### src/rtl/ctrl_pkg.sv
`default_nettype none
// +----------------------------------------------------------------------------+
// | Package : ctrl_pkg                                                         |
// | Purpose : Shared opcode values, ALU command encodings, branch codes, the   |
// |           packed control word and the ID/EX register state type used by    |
// |           the control decode stage.                                        |
// | Rev     : 1.0  initial release                                             |
// +----------------------------------------------------------------------------+
package ctrl_pkg;

  // Opcodes (low six bits of the opcode field)
  localparam logic [5:0] OP_NOP  = 6'd0;
  localparam logic [5:0] OP_ADD  = 6'd1;
  localparam logic [5:0] OP_SUB  = 6'd3;
  localparam logic [5:0] OP_AND  = 6'd5;
  localparam logic [5:0] OP_OR   = 6'd6;
  localparam logic [5:0] OP_NOR  = 6'd7;
  localparam logic [5:0] OP_XOR  = 6'd8;
  localparam logic [5:0] OP_SLA  = 6'd9;
  localparam logic [5:0] OP_SLL  = 6'd10;
  localparam logic [5:0] OP_SRA  = 6'd11;
  localparam logic [5:0] OP_SRL  = 6'd12;
  localparam logic [5:0] OP_ADDI = 6'd32;
  localparam logic [5:0] OP_SUBI = 6'd33;
  localparam logic [5:0] OP_LD   = 6'd36;
  localparam logic [5:0] OP_ST   = 6'd37;
  localparam logic [5:0] OP_BEZ  = 6'd40;
  localparam logic [5:0] OP_BNE  = 6'd41;
  localparam logic [5:0] OP_JMP  = 6'd42;

  // ALU command encodings
  localparam logic [3:0] EXE_ADD = 4'd0;
  localparam logic [3:0] EXE_SUB = 4'd2;
  localparam logic [3:0] EXE_AND = 4'd4;
  localparam logic [3:0] EXE_OR  = 4'd5;
  localparam logic [3:0] EXE_NOR = 4'd6;
  localparam logic [3:0] EXE_XOR = 4'd7;
  localparam logic [3:0] EXE_SHL = 4'd8;
  localparam logic [3:0] EXE_SRA = 4'd9;
  localparam logic [3:0] EXE_SRL = 4'd10;

  // Branch type codes
  localparam logic [1:0] BR_NONE = 2'd0;
  localparam logic [1:0] BR_BEZ  = 2'd1;
  localparam logic [1:0] BR_BNE  = 2'd2;
  localparam logic [1:0] BR_JMP  = 2'd3;

  typedef struct packed {
    logic [3:0] exe_cmd;
    logic       mem_read;
    logic       mem_write;
    logic       wb_en;
    logic       is_imm;
    logic       rd_as_src;
    logic [1:0] br_type;
  } ctrl_word_t;

  typedef enum logic [0:0] {
    ST_EMPTY = 1'b0,
    ST_FULL  = 1'b1
  } state_t;

endpackage : ctrl_pkg
`default_nettype wire

### src/rtl/ctrl_decode_lut.sv
`default_nettype none
// +----------------------------------------------------------------------------+
// | Module  : ctrl_decode_lut                                                  |
// | Purpose : Pure combinational opcode -> control word lookup. Unlisted       |
// |           opcodes, or any set bit above [5:0], decode to an all-zero word  |
// |           (NOP) and raise illegal.                                         |
// | Ports   : opcode  in  OPCODE_W  instruction opcode                         |
// |           word    out ctrl_word_t decoded control bits                     |
// |           illegal out 1         opcode is not in the decode table          |
// | Rev     : 1.0  initial release                                             |
// +----------------------------------------------------------------------------+
module ctrl_decode_lut
  import ctrl_pkg::*;
#(
  parameter int OPCODE_W = 6
) (
  input  logic [OPCODE_W-1:0] opcode,
  output ctrl_word_t          word,
  output logic                illegal
);

  logic upper_nz;

  generate
    if (OPCODE_W > 6) begin : g_upper
      assign upper_nz = |opcode[OPCODE_W-1:6];
    end else begin : g_no_upper
      assign upper_nz = 1'b0;
    end
  endgenerate

  always_comb begin
    word    = '0;
    illegal = 1'b0;
    case (opcode[5:0])
      OP_NOP:  ;
      OP_ADD:  begin word.exe_cmd = EXE_ADD; word.wb_en = 1'b1; end
      OP_SUB:  begin word.exe_cmd = EXE_SUB; word.wb_en = 1'b1; end
      OP_AND:  begin word.exe_cmd = EXE_AND; word.wb_en = 1'b1; end
      OP_OR:   begin word.exe_cmd = EXE_OR;  word.wb_en = 1'b1; end
      OP_NOR:  begin word.exe_cmd = EXE_NOR; word.wb_en = 1'b1; end
      OP_XOR:  begin word.exe_cmd = EXE_XOR; word.wb_en = 1'b1; end
      OP_SLA, OP_SLL: begin word.exe_cmd = EXE_SHL; word.wb_en = 1'b1; end
      OP_SRA:  begin word.exe_cmd = EXE_SRA; word.wb_en = 1'b1; end
      OP_SRL:  begin word.exe_cmd = EXE_SRL; word.wb_en = 1'b1; end
      OP_ADDI: begin word.exe_cmd = EXE_ADD; word.wb_en = 1'b1; word.is_imm = 1'b1; end
      OP_SUBI: begin word.exe_cmd = EXE_SUB; word.wb_en = 1'b1; word.is_imm = 1'b1; end
      OP_LD: begin
        word.exe_cmd  = EXE_ADD;
        word.wb_en    = 1'b1;
        word.mem_read = 1'b1;
        word.is_imm   = 1'b1;
      end
      OP_ST: begin
        word.exe_cmd   = EXE_ADD;
        word.mem_write = 1'b1;
        word.is_imm    = 1'b1;
        word.rd_as_src = 1'b1;
      end
      OP_BEZ:  begin word.br_type = BR_BEZ; word.is_imm = 1'b1; end
      OP_BNE: begin
        word.br_type   = BR_BNE;
        word.is_imm    = 1'b1;
        word.rd_as_src = 1'b1;
      end
      OP_JMP:  begin word.br_type = BR_JMP; word.is_imm = 1'b1; end
      default: illegal = 1'b1;
    endcase
    // A set high bit makes the whole opcode unknown, whatever the low bits say
    if (upper_nz) begin
      word    = '0;
      illegal = 1'b1;
    end
  end

endmodule : ctrl_decode_lut
`default_nettype wire

### src/rtl/ctrl_decode_stage.sv
`default_nettype none
// +----------------------------------------------------------------------------+
// | Module  : ctrl_decode_stage                                                |
// | Purpose : Decodes the ID-stage opcode into EXE/MEM/WB control bits and     |
// |           holds them in an ID/EX control register with valid/ready flow.   |
// |           A hazard registers a zeroed bubble and stalls upstream; flush    |
// |           kills the held entry. Counts hazard-stall cycles (saturating).   |
// | Config  : CTRL_ILLEGAL_OP_TRAP_EN - when defined, unknown opcodes raise a  |
// |           registered illegal flag alongside out_valid; otherwise illegal   |
// |           is tied 0 and unknown opcodes pass as NOP.                       |
// | Ports   : clk, rst_n (async active-low)                                    |
// |           in_valid/in_ready/opcode/hazard/flush  - ID side                 |
// |           out_valid/out_ready/exe_cmd/mem_read/mem_write/wb_en/is_imm/     |
// |           rd_as_src/br_type/illegal              - EXE side                |
// |           hazard_cnt                             - stall statistic         |
// | Rev     : 1.0  initial release                                             |
// +----------------------------------------------------------------------------+
module ctrl_decode_stage
  import ctrl_pkg::*;
#(
  parameter int OPCODE_W  = 6,
  parameter int EXE_CMD_W = 4,
  parameter int CNT_W     = 8
) (
  input  logic                 clk,
  input  logic                 rst_n,
  input  logic                 in_valid,
  output logic                 in_ready,
  input  logic [OPCODE_W-1:0]  opcode,
  input  logic                 hazard,
  input  logic                 flush,
  output logic                 out_valid,
  input  logic                 out_ready,
  output logic [EXE_CMD_W-1:0] exe_cmd,
  output logic                 mem_read,
  output logic                 mem_write,
  output logic                 wb_en,
  output logic                 is_imm,
  output logic                 rd_as_src,
  output logic [1:0]           br_type,
  output logic                 illegal,
  output logic [CNT_W-1:0]     hazard_cnt
);

  ctrl_word_t       lut_word;
  logic             lut_illegal;
  logic             dec_illegal;
  logic             can_load;

  state_t           state_q, state_d;
  ctrl_word_t       word_q, word_d;
  logic             illegal_q, illegal_d;
  logic [CNT_W-1:0] hazard_cnt_q, hazard_cnt_d;

  ctrl_decode_lut #(
    .OPCODE_W (OPCODE_W)
  ) u_lut (
    .opcode  (opcode),
    .word    (lut_word),
    .illegal (lut_illegal)
  );

`ifdef CTRL_ILLEGAL_OP_TRAP_EN
  assign dec_illegal = lut_illegal;
`else
  logic unused_lut_illegal;
  assign unused_lut_illegal = lut_illegal;
  assign dec_illegal        = 1'b0;
`endif

  assign can_load = (state_q == ST_EMPTY) | out_ready;
  assign in_ready = can_load & ~hazard & ~flush;

  always_comb begin
    state_d   = state_q;
    word_d    = word_q;
    illegal_d = illegal_q;
    if (flush) begin
      state_d   = ST_EMPTY;
      word_d    = '0;
      illegal_d = 1'b0;
    end else if (in_valid && can_load) begin
      // A hazard still occupies the slot, but with an all-zero bubble
      state_d   = ST_FULL;
      word_d    = hazard ? '0 : lut_word;
      illegal_d = hazard ? 1'b0 : dec_illegal;
    end else if (!in_valid && out_ready) begin
      state_d   = ST_EMPTY;
      word_d    = '0;
      illegal_d = 1'b0;
    end
  end

  always_comb begin
    hazard_cnt_d = hazard_cnt_q;
    if (in_valid && hazard && (hazard_cnt_q != {CNT_W{1'b1}})) begin
      hazard_cnt_d = hazard_cnt_q + 1'b1;
    end
  end

  always_ff @(posedge clk or negedge rst_n) begin
    if (!rst_n) begin
      state_q      <= ST_EMPTY;
      word_q       <= '0;
      illegal_q    <= 1'b0;
      hazard_cnt_q <= '0;
    end else begin
      state_q      <= state_d;
      word_q       <= word_d;
      illegal_q    <= illegal_d;
      hazard_cnt_q <= hazard_cnt_d;
    end
  end

  always_comb begin
    exe_cmd      = '0;
    exe_cmd[3:0] = word_q.exe_cmd;
  end

  assign out_valid  = (state_q == ST_FULL);
  assign mem_read   = word_q.mem_read;
  assign mem_write  = word_q.mem_write;
  assign wb_en      = word_q.wb_en;
  assign is_imm     = word_q.is_imm;
  assign rd_as_src  = word_q.rd_as_src;
  assign br_type    = word_q.br_type;
  assign illegal    = illegal_q;
  assign hazard_cnt = hazard_cnt_q;

endmodule : ctrl_decode_stage
`default_nettype wire
### config.mk
export PLATFORM = sky130hd
export DESIGN_NAME = ctrl_decode_stage
export DESIGN_NICKNAME = d
export VERILOG_FILES = /design/src/rtl/ctrl_pkg.sv /design/src/rtl/ctrl_decode_lut.sv /design/src/rtl/ctrl_decode_stage.sv
export SDC_FILE = /design/constraint.sdc
export NUM_CORES = 1
export LEC_CHECK = 0
export ABC_CLOCK_PERIOD_IN_PS = 1900
export BUFFER_PORTS_ARGS = -buffer_cell sky130_fd_sc_hd__buf_2
export CAP_MARGIN = 40
export CELL_PAD_IN_SITES_DETAIL_PLACEMENT = 1
export CELL_PAD_IN_SITES_GLOBAL_PLACEMENT = 1
export CORE_UTILIZATION = 34
export DETAILED_ROUTE_END_ITERATION = 10
export PLACE_DENSITY_LB_ADDON = 0.1
export SYNTH_ARGS = -nofsm -noshare
export SYNTH_HDL_FRONTEND = slang
export SYNTH_SLANG_ARGS = --single-unit
### constraint.sdc
create_clock -name clk -period 1.9 [get_ports clk]
set_clock_uncertainty 0.1 [all_clocks]
set_input_delay 0.19 -clock clk [delete_from_list [all_inputs] [get_ports clk]]
set_output_delay 0.19 -clock clk [all_outputs]
set_load 0.05 [all_outputs]
# Word-level counts from Yosys, hierarchy flattened
# Cells that the tools add are included.
# W data, S select, Z words.
[word_totals] ff_bits=21 inputBits=12 output_inout_bits=22 word_cells=62
[op_classes] addsub=1 eq_ne=18 muxes=16 n_bitwise=6 n_reduce_logical=11
[ops] cell="$mux W11" count=4
[ops] cell="$eq A6 B6 Y1 const B" count=7
[ops] cell="$pmux W4 S8" count=1
[ops] cell="$eq A6 B4 Y1 const B" count=5
[ops] cell="$eq A6 B3 Y1 const B" count=3
[ops] cell="$reduce_or A13 Y1" count=1
[ops] cell="$mux W1" count=10
[ops] cell="$add A8 B1 Y8 const B" count=1
[ops] cell="$ne A8 B8 Y1 const B" count=1
[ops] cell="$reduce_or A7 Y1" count=1
[ops] cell="$eq A6 B1 Y1 const B" count=1
[ops] cell="$eq A6 B2 Y1 const B" count=1
[ops] cell="$pmux W2 S3" count=1
[ops] cell="$reduce_or A2 Y1" count=3
[ops] cell="$logic_and A1 B1 Y1" count=4
[ops] cell="$not A1 Y1" count=3
[ops] cell="$reduce_bool A3 Y1" count=1
[ops] cell="$and A1 B1 Y1" count=2
[ops] cell="$logic_not A1 Y1" count=1
[ops] cell="$or A1 B1 Y1" count=1

# Longest topological paths before layout
# Gate-level depths: netlist of the first run.
[logic_depth] ltp_word=6 depth_mapped=5

# Modules after synthesis
# A second synthesis of the first run with hierarchy kept.
[hier_totals] cells_unflattened=116 hier_area_um2=1207.4
[by_module_without_submodules] mod="ctrl_decode_stage" n_inst=1 cells_each=67 area_per_inst_um2=874.6
[by_module_without_submodules] mod="ctrl_decode_lut" n_inst=1 cells_each=49 area_per_inst_um2=332.8

# Worst setup path before layout of the first run
# No wires, ideal clock.
[synth_timing] kind="register -> output" start="register state_q (netlist: out_valid)" end="output in_ready" arrival_time_ps=1824 slack_ps=-214 stages_incl_launch_ff=3 n_path_buf=0 cell_sequence="dfrtp_1 nor2b_4 nor3_1"
[synth_between] elab_chain_len=4
[synth_rtl] element="start, declared" line="ctrl_decode_stage.sv:50" rtl="state_t state_q, state_d;"
[synth_rtl] element="start signal, assigned" line="ctrl_decode_stage.sv:108" rtl="state_q <= state_d;"
[synth_rtl] element="$not A1 Y1" line="ctrl_decode_stage.sv:71" rtl="assign can_load = (state_q == ST_EMPTY) | out_ready;"
[synth_rtl] element="$or A1 B1 Y1" line="ctrl_decode_stage.sv:71"
[synth_rtl] element="$and A1 B1 Y1 (2 in series)" line="ctrl_decode_stage.sv:72" rtl="assign in_ready = can_load & ~hazard & ~flush;"
[synth_rtl] element="end, declared" line="ctrl_decode_stage.sv:28" rtl="output logic in_ready,"
# No other way between the ends.

# Worst setup path in the final report of the first run
[layout_timing] start="register hazard_cnt_q[0] (netlist: hazard_cnt[0])" end="register hazard_cnt_q[6] (netlist: hazard_cnt[6])"
[layout_between] elab_chain_len=2 elab_cells_between_ends=3 classes_between="add/sub (1); eq/ne (1); reduce/logical (1)"
[layout_rtl] element="start, declared" line="ctrl_decode_stage.sv:53" rtl="logic [CNT_W-1:0] hazard_cnt_q, hazard_cnt_d;"
[layout_rtl] element="start signal, assigned" line="ctrl_decode_stage.sv:111" rtl="hazard_cnt_q <= hazard_cnt_d;"
[layout_rtl] element="branches (longest 2 deep; another with $add A8 B1 Y8)"
# Parallel ways; which one is timed is not known.
# A chain may end at the register's enable or synchronous reset.

==> results.json, run 1 <==
{
  "layout-drive-gt1-share_pct": 31.5,
  "dieArea_um2": 3390,
  "drtIter0Drc": 26,
  "die_h_um": 58.3,
  "synth-adder-area-share_pct": 1.16,
  "period_needed_ns": 1.64,
  "h-tree-depth": 1,
  "p_int_uw": 844,
  "grt-ovfl-total": 0,
  "tns_ns": 0,
  "synthCells": 109,
  "clock_latency_ns": 0.30,
  "syn_avg_cell_area_um2": 9.87,
  "cts.clk_slew.worst_paths_ns": 0.13,
  "synth_xor_area_share_pct": 1.63,
  "drcViolationCount": 0,
  "async_flop_share_pct": 100,
  "finalHoldViolations": 0,
  "synthMuxAreaShare_pct": 4.42,
  "core_um2": 3030,
  "ys_seq_elements": 20,
  "antennaDiodeCount": 0,
  "cp_max_fo": 4,
  "fin_area_um2": 1340,
  "p_sw_uw": 589,
  "seqPwrFrac_pct": 39.4,
  "antenna_found_initial": 0,
  "ctsResizeCount": 0,
  "synth-edff-count": 0,
  "layout.area.seq_um2": 500,
  "relSlewSlack_pct": 67.1,
  "grt_max_degree": 21,
  "worst_pin_slew_ns": 0.489,
  "via_count": 947,
  "gr-usage-all-layers_pct": 17.3,
  "cts_sinks": 20,
  "drt_first_pass_iters": 4,
  "synth_nets": 122,
  "yosysSeqAreaShare_pct": 46.5,
  "clockBufferDepth": 2,
  "pwr-share-clk_pct": 25.1,
  "critPathLaunchType": "flop",
  "powerDensity_nw_per_um2": 1070,
  "hpwlAfterDp_um": 1920,
  "post-route-period-util_pct": 86.3,
  "maxCapViolCount": 0,
  "wl_per_cell_um": 13.9,
  "max_freq_mhz": 610,
  "synth.top_cells.by_area": "dfrtp_1 (47%), a22o_1 (4.1%), nand2_1 (3.5%)",
  "combPwrFrac_pct": 35.5,
  "synth.cell_area_um2": 1080,
  "grt_first_pass_wirelength_um": 4530,
  "fin_hold_ws_ns": 0.00323,
  "path_class": "flop to flop",
  "yosys.cell_types.count": 39,
  "fin_nets": 157,
  "status": "finished clean",
  "synthFlopType": "dfrtp_1",
  "routabilityCongestion": 0.787,
  "cts_tree": "yes",
  "rsz0062_at_grt": "false",
  "synth_top_family_by_area": "simple AND/OR/NAND/NOR gates",
  "postCtsHoldBufs": 1,
  "min_path_cells": 2,
  "start_util_pct": 35.5,
  "multi_input_area_um2": 543,
  "syn_to_final_growth_pct": 24.9,
  "post-route-util_pct": 44.4,
  "slew_viol_final": 0,
  "ir_drop_mv": 0.471,
  "die_x_um": 58.3,
  "n_fill_cell": 348,
  "viasPerCell": 5.06,
  "cts_root_buffer": "clkbuf_4",
  "critPathArrivalTime_ns": 1.74,
  "layout_common_cells": "buf_2 (32), dfrtp_1 (20), nand2_1 (10)",
  "drtAntennaViolNets": 0,
  "place.port_buffers": 32,
  "drt_wl_total_um": 2600,
  "worstRegToRegCells": 5,
  "cts_buffers": 3,
  "post_cts_buffers": 0,
  "ios": 34,
  "ys_warn_count": 0,
  "yosysTopAreaCellShare_pct": 46.5,
  "yosys.area_share.simple_pct": 24.8,
  "placed_cell_area_um2": 1280,
  "worstSetupEndpointType": "flop",
  "report.power.total_mw": 1.43,
  "yosysTopAreaCell": "dfrtp_1",
  "crit_required_ns": 2.01,
  "rows": 20,
  "final_common_cell": "buf_2",
  "switching_share_pct": 41.1,
  "power.leakage_nw": 0.679,
  "grt_pass1_vias": 910,
  "setup_viol": 0,
  "min_path_type": "input pin to flop",
  "synth_compound_area_share_pct": 17.7
}
synthesized netlist by cell type (2+ instances only):
master	count
o21a_1	2
dfrtp_1	20
nor2_1	9
nand2_1	10
and2_1	2
o21ai_1	3
nand2b_1	2
buf_2	3
a22o_1	5
mux2_2	2
nor2b_1	5
a21oi_1	5
and3_1	2
a32o_1	2
nand3_1	6
inv_1	4
a31oi_1	2
nor3_1	3
o21ai_0	2
registers in the layout, summed over array words and instances, names as in the netlist:
signal      flops
is_imm          1
exe_cmd         4
br_type         2
hazard_cnt      8
out_valid       1
rd_as_src       1
wb_en           1
mem_write       1
mem_read        1
power groups by stage:
| stage | Sequential, mW | Clock (mW) | Combinational, mW |
|---|---|---|---|
| floorplan | 0.777 | 0 | 0.160 |
| global placement | 0.567 | 0 | 0.495 |
| global route | 0.586 | 0.381 | 0.546 |
| finish | 0.565 | 0.360 | 0.508 |
| CTS | 0.567 | 0.367 | 0.514 |
| detailed placement | 0.574 | 0 | 0.511 |
per-layer routing:
layer	GRT usage [%]	routed length [um]	vias up
li1	-	-	461
met1	26.8	1340	454
met2	24.6	1130	30
met3	2.68	114	2
met4	5.10	19	0
met5	0	0	-
final timing paths:
| kind | startpoint | slack (ns) | end |
|---|---|---|---|
| worst min-delay path | flush | 0.003 | out_valid |
| worst min register to register | rd_as_src | 0.38 | rd_as_src |
| worst max register to register | hazard_cnt[0] | 0.26 | hazard_cnt[6] |
| min in group asynchronous | rst_n | 0.25 | hazard_cnt[5] |
| worst max-delay path | hazard_cnt[0] | 0.26 | hazard_cnt[6] |
| max in group asynchronous | rst_n | 1.13 | exe_cmd[3] |
cell type report:
type                       instances  share of cell area [%]
clock buffer                       3                    1.68
multi-input combinational         81                    40.4
inverter                           4                    1.12
sequential                        20                    37.2
clock inverter                     1                    2.23
tap                               44                    4.10
timing repair buffer              34                    13.2
logic make-up (layout without fill, tap and decap cells):
family                     count (synthesis)  count (layout)
AOI/OAI and AO/OA                         27              27
xor gates and xnor gates                   2               2
adders and majority gates                  1               1
buffers and inverters                      8              42
DFF                                       20              20
muxes                                      4               4
other                                      1               1
and+or+nand+nor                           46              46
worst max-delay path, stage by stage, from the launching register on:
cell and delay (ns):
dfrtp_1 0.42, ha_1 0.23, and3_1 0.24, nand2_1 0.07, nor2_1 0.12, mux2_2 0.36
through the flow:
stage,setup WS (ns),cells
4_1_cts,0.255,187
2_1_floorplan,0.0695,109
6_report,0.261,187
5_1_grt,0.127,187
3_5_place_dp,0.273,182
3_3_place_gp,0.346,182
(Power assumes the default switching activity.)
==> run 2: changes to the inputs <==
--- a/config.mk
+++ b/config.mk
@@ -6,13 +6,13 @@
 export NUM_CORES = 1
 export LEC_CHECK = 0
 export ABC_CLOCK_PERIOD_IN_PS = 1900
-export BUFFER_PORTS_ARGS = -buffer_cell sky130_fd_sc_hd__buf_2
 export CAP_MARGIN = 40
 export CELL_PAD_IN_SITES_DETAIL_PLACEMENT = 1
 export CELL_PAD_IN_SITES_GLOBAL_PLACEMENT = 1
 export CORE_UTILIZATION = 34
 export DETAILED_ROUTE_END_ITERATION = 10
-export PLACE_DENSITY_LB_ADDON = 0.1
+export DONT_BUFFER_PORTS = 1
+export PLACE_DENSITY = 0.72
 export SYNTH_ARGS = -nofsm -noshare
 export SYNTH_HDL_FRONTEND = slang
 export SYNTH_SLANG_ARGS = --single-unit
==> run 2 against run 1 <==
Net effect:
- critical path depth did not move
- count of clock-buffer cells in the layout unchanged
- clock power barely moved
- register-to-register slack gained 0.06 ns
- sequential cell count did not move
- via count is 1.3% lower
- cell area shrank 0.74%
- die area unchanged
- worst setup slack improved by 0.058 ns
- global-route usage is 2.4 points higher
- largest cell class unchanged
==> results.json, run 2 (synthesized netlist as in run 1, its figures left out) <==
{
  "critPathLaunchType": "flop",
  "core_um2": 3030,
  "post_cts_buffers": 0,
  "fin_cells": 172,
  "cts_sinks": 20,
  "rrSetupSlack_ns": 0.32,
  "place.port_buffers": 0,
  "cts_root_buffer": "clkbuf_4",
  "viasPerCell": 5.44,
  "drcViolationCount": 0,
  "drt_wl_total_um": 3010,
  "antenna_found_initial": 0,
  "crit_required_ns": 2.01,
  "reg2reg_from": "hazard_cnt[0]",
  "ios": 34,
  "gr-usage-all-layers_pct": 19.7,
  "layout_common_cells": "dfrtp_1 (20), buf_4 (11), nand2_1 (10)",
  "largest_reg_flops": 8,
  "post-route-util_pct": 44.0,
  "clockBufferDepth": 2,
  "drtIter0Drc": 45,
  "grt-ovfl-total": 0,
  "layout-drive-gt1-share_pct": 18.8,
  "wl_per_cell_um": 17.5,
  "setup_viol": 0,
  "timing.rr.end": "hazard_cnt[1]",
  "status": "finished clean",
  "report.power.total_mw": 1.46,
  "critPathArrivalTime_ns": 1.69,
  "clock_latency_ns": 0.31,
  "drt_first_pass_iters": 4,
  "fin_nets": 142,
  "final_common_cell": "dfrtp_1",
  "routabilityCongestion": 0.762,
  "cts.clk_slew.worst_paths_ns": 0.12,
  "grt_max_degree": 21,
  "cts_buffers": 3,
  "finalHoldViolations": 0,
  "period_needed_ns": 1.58,
  "seqPwrFrac_pct": 36.4,
  "slew_viol_final": 0,
  "path_class": "flop to flop",
  "dieArea_um2": 3390,
  "pwr-share-clk_pct": 24.6,
  "grt_busiest_layer": "met2",
  "post-route-period-util_pct": 83.2,
  "worstRegToRegCells": 5,
  "grt_pass1_vias": 1010,
  "switching_share_pct": 39.7,
  "min_path_type": "input pin to flop",
  "die_x_um": 58.3,
  "grt_first_pass_wirelength_um": 5030,
  "syn_to_final_growth_pct": 24.0,
  "drtAntennaViolNets": 0,
  "antennaDiodeCount": 0,
  "max_freq_mhz": 633,
  "hpwlAfterDp_um": 2060,
  "grt_use_met3_pct": 6.25,
  "die_h_um": 58.3,
  "powerDensity_nw_per_um2": 1100,
  "crit_path_start": "hazard_cnt[0]",
  "tns_ns": 0,
  "cts_tree": "yes",
  "cp_max_fo": 4,
  "via_count": 935,
  "p_int_uw": 883,
  "use_met1_pct": 24.0,
  "combPwrFrac_pct": 39.0,
  "h-tree-depth": 1,
  "maxCapViolCount": 0,
  "use_met2_pct": 34.2,
  "place_inst": 160,
  "power.leakage_nw": 0.612,
  "ir_drop_mv": 0.462,
  "start_util_pct": 35.5,
  "rsz0062_at_grt": "false",
  "p_sw_uw": 581,
  "rows": 20,
  "crit_end": "hazard_cnt[1]",
  "worstSetupEndpointType": "flop"
}
[run 2: power by group through the flow]
| stage | logic, mW | clock network [mW] | registers, mW |
|---|---|---|---|
| final | 0.571 | 0.359 | 0.534 |
| after global routing | 0.609 | 0.380 | 0.540 |
| after CTS | 0.570 | 0.364 | 0.534 |
| after detailed placement | 0.544 | 0 | 0.543 |
| after global placement | 0.531 | 0 | 0.535 |
| after floorplan | 0.160 | 0 | 0.777 |
[run 2: worst max-delay path, stage by stage, from the launching register on]
cell     delay, ns
dfrtp_1       0.40
ha_1          0.23
nand4_2       0.14
nor2_1        0.08
nor2_1        0.21
mux2_4        0.32
[run 2: final cells by class]
cell class / instances / area [um2]
Fill cell: 338 / 1690
Multi-Input combinational cell: 81 / 543
Sequential cell: 20 / 500
Timing Repair Buffer: 19 / 168
Tap cell: 44 / 55.1
Clock inverter: 1 / 30.0
Clock buffer: 3 / 22.5
Inverter: 4 / 15.0
[run 2: how the worst min path moves through the flow]
stage | from | endpoint | slack, ns | cells past startpoint
global placement | rst_n | hazard_cnt[6] | -0.21 | 0
finish | opcode[2] | is_imm | 0.01 | 2
detailed placement | rst_n | hazard_cnt[5] | -0.21 | 0
CTS | opcode[2] | is_imm | 0.02 | 2
floorplan | rst_n | br_type[0] | -0.21 | 0
global route | opcode[2] | is_imm | 0.005 | 2
[run 2: timing repair]
action,CTS,global route
hold buffers,7,0
resized for setup,0,0
hold endpoints to repair,25,0
[run 2: per-layer routing]
metal  vias up  wire length [um]  part of all wire (%)
met5         -                 0                     0
met4         0                30                   1.0
met3         4               179                   6.0
met2        28              1590                    53
met1       470              1210                    40
li1        433                 -                     -
[run 2: metrics by stage]
stage / area, um2 / hold slack, ns / setup slack, ns
finish: 1330 / 0.0135 / 0.320
CTS: 1320 / 0.0179 / 0.315
detailed placement: 1200 / -0.205 / 0.335
floorplan: 1080 / -0.206 / 0.0695
global placement: 1200 / -0.205 / 0.398
global route: 1330 / 0.00463 / 0.256
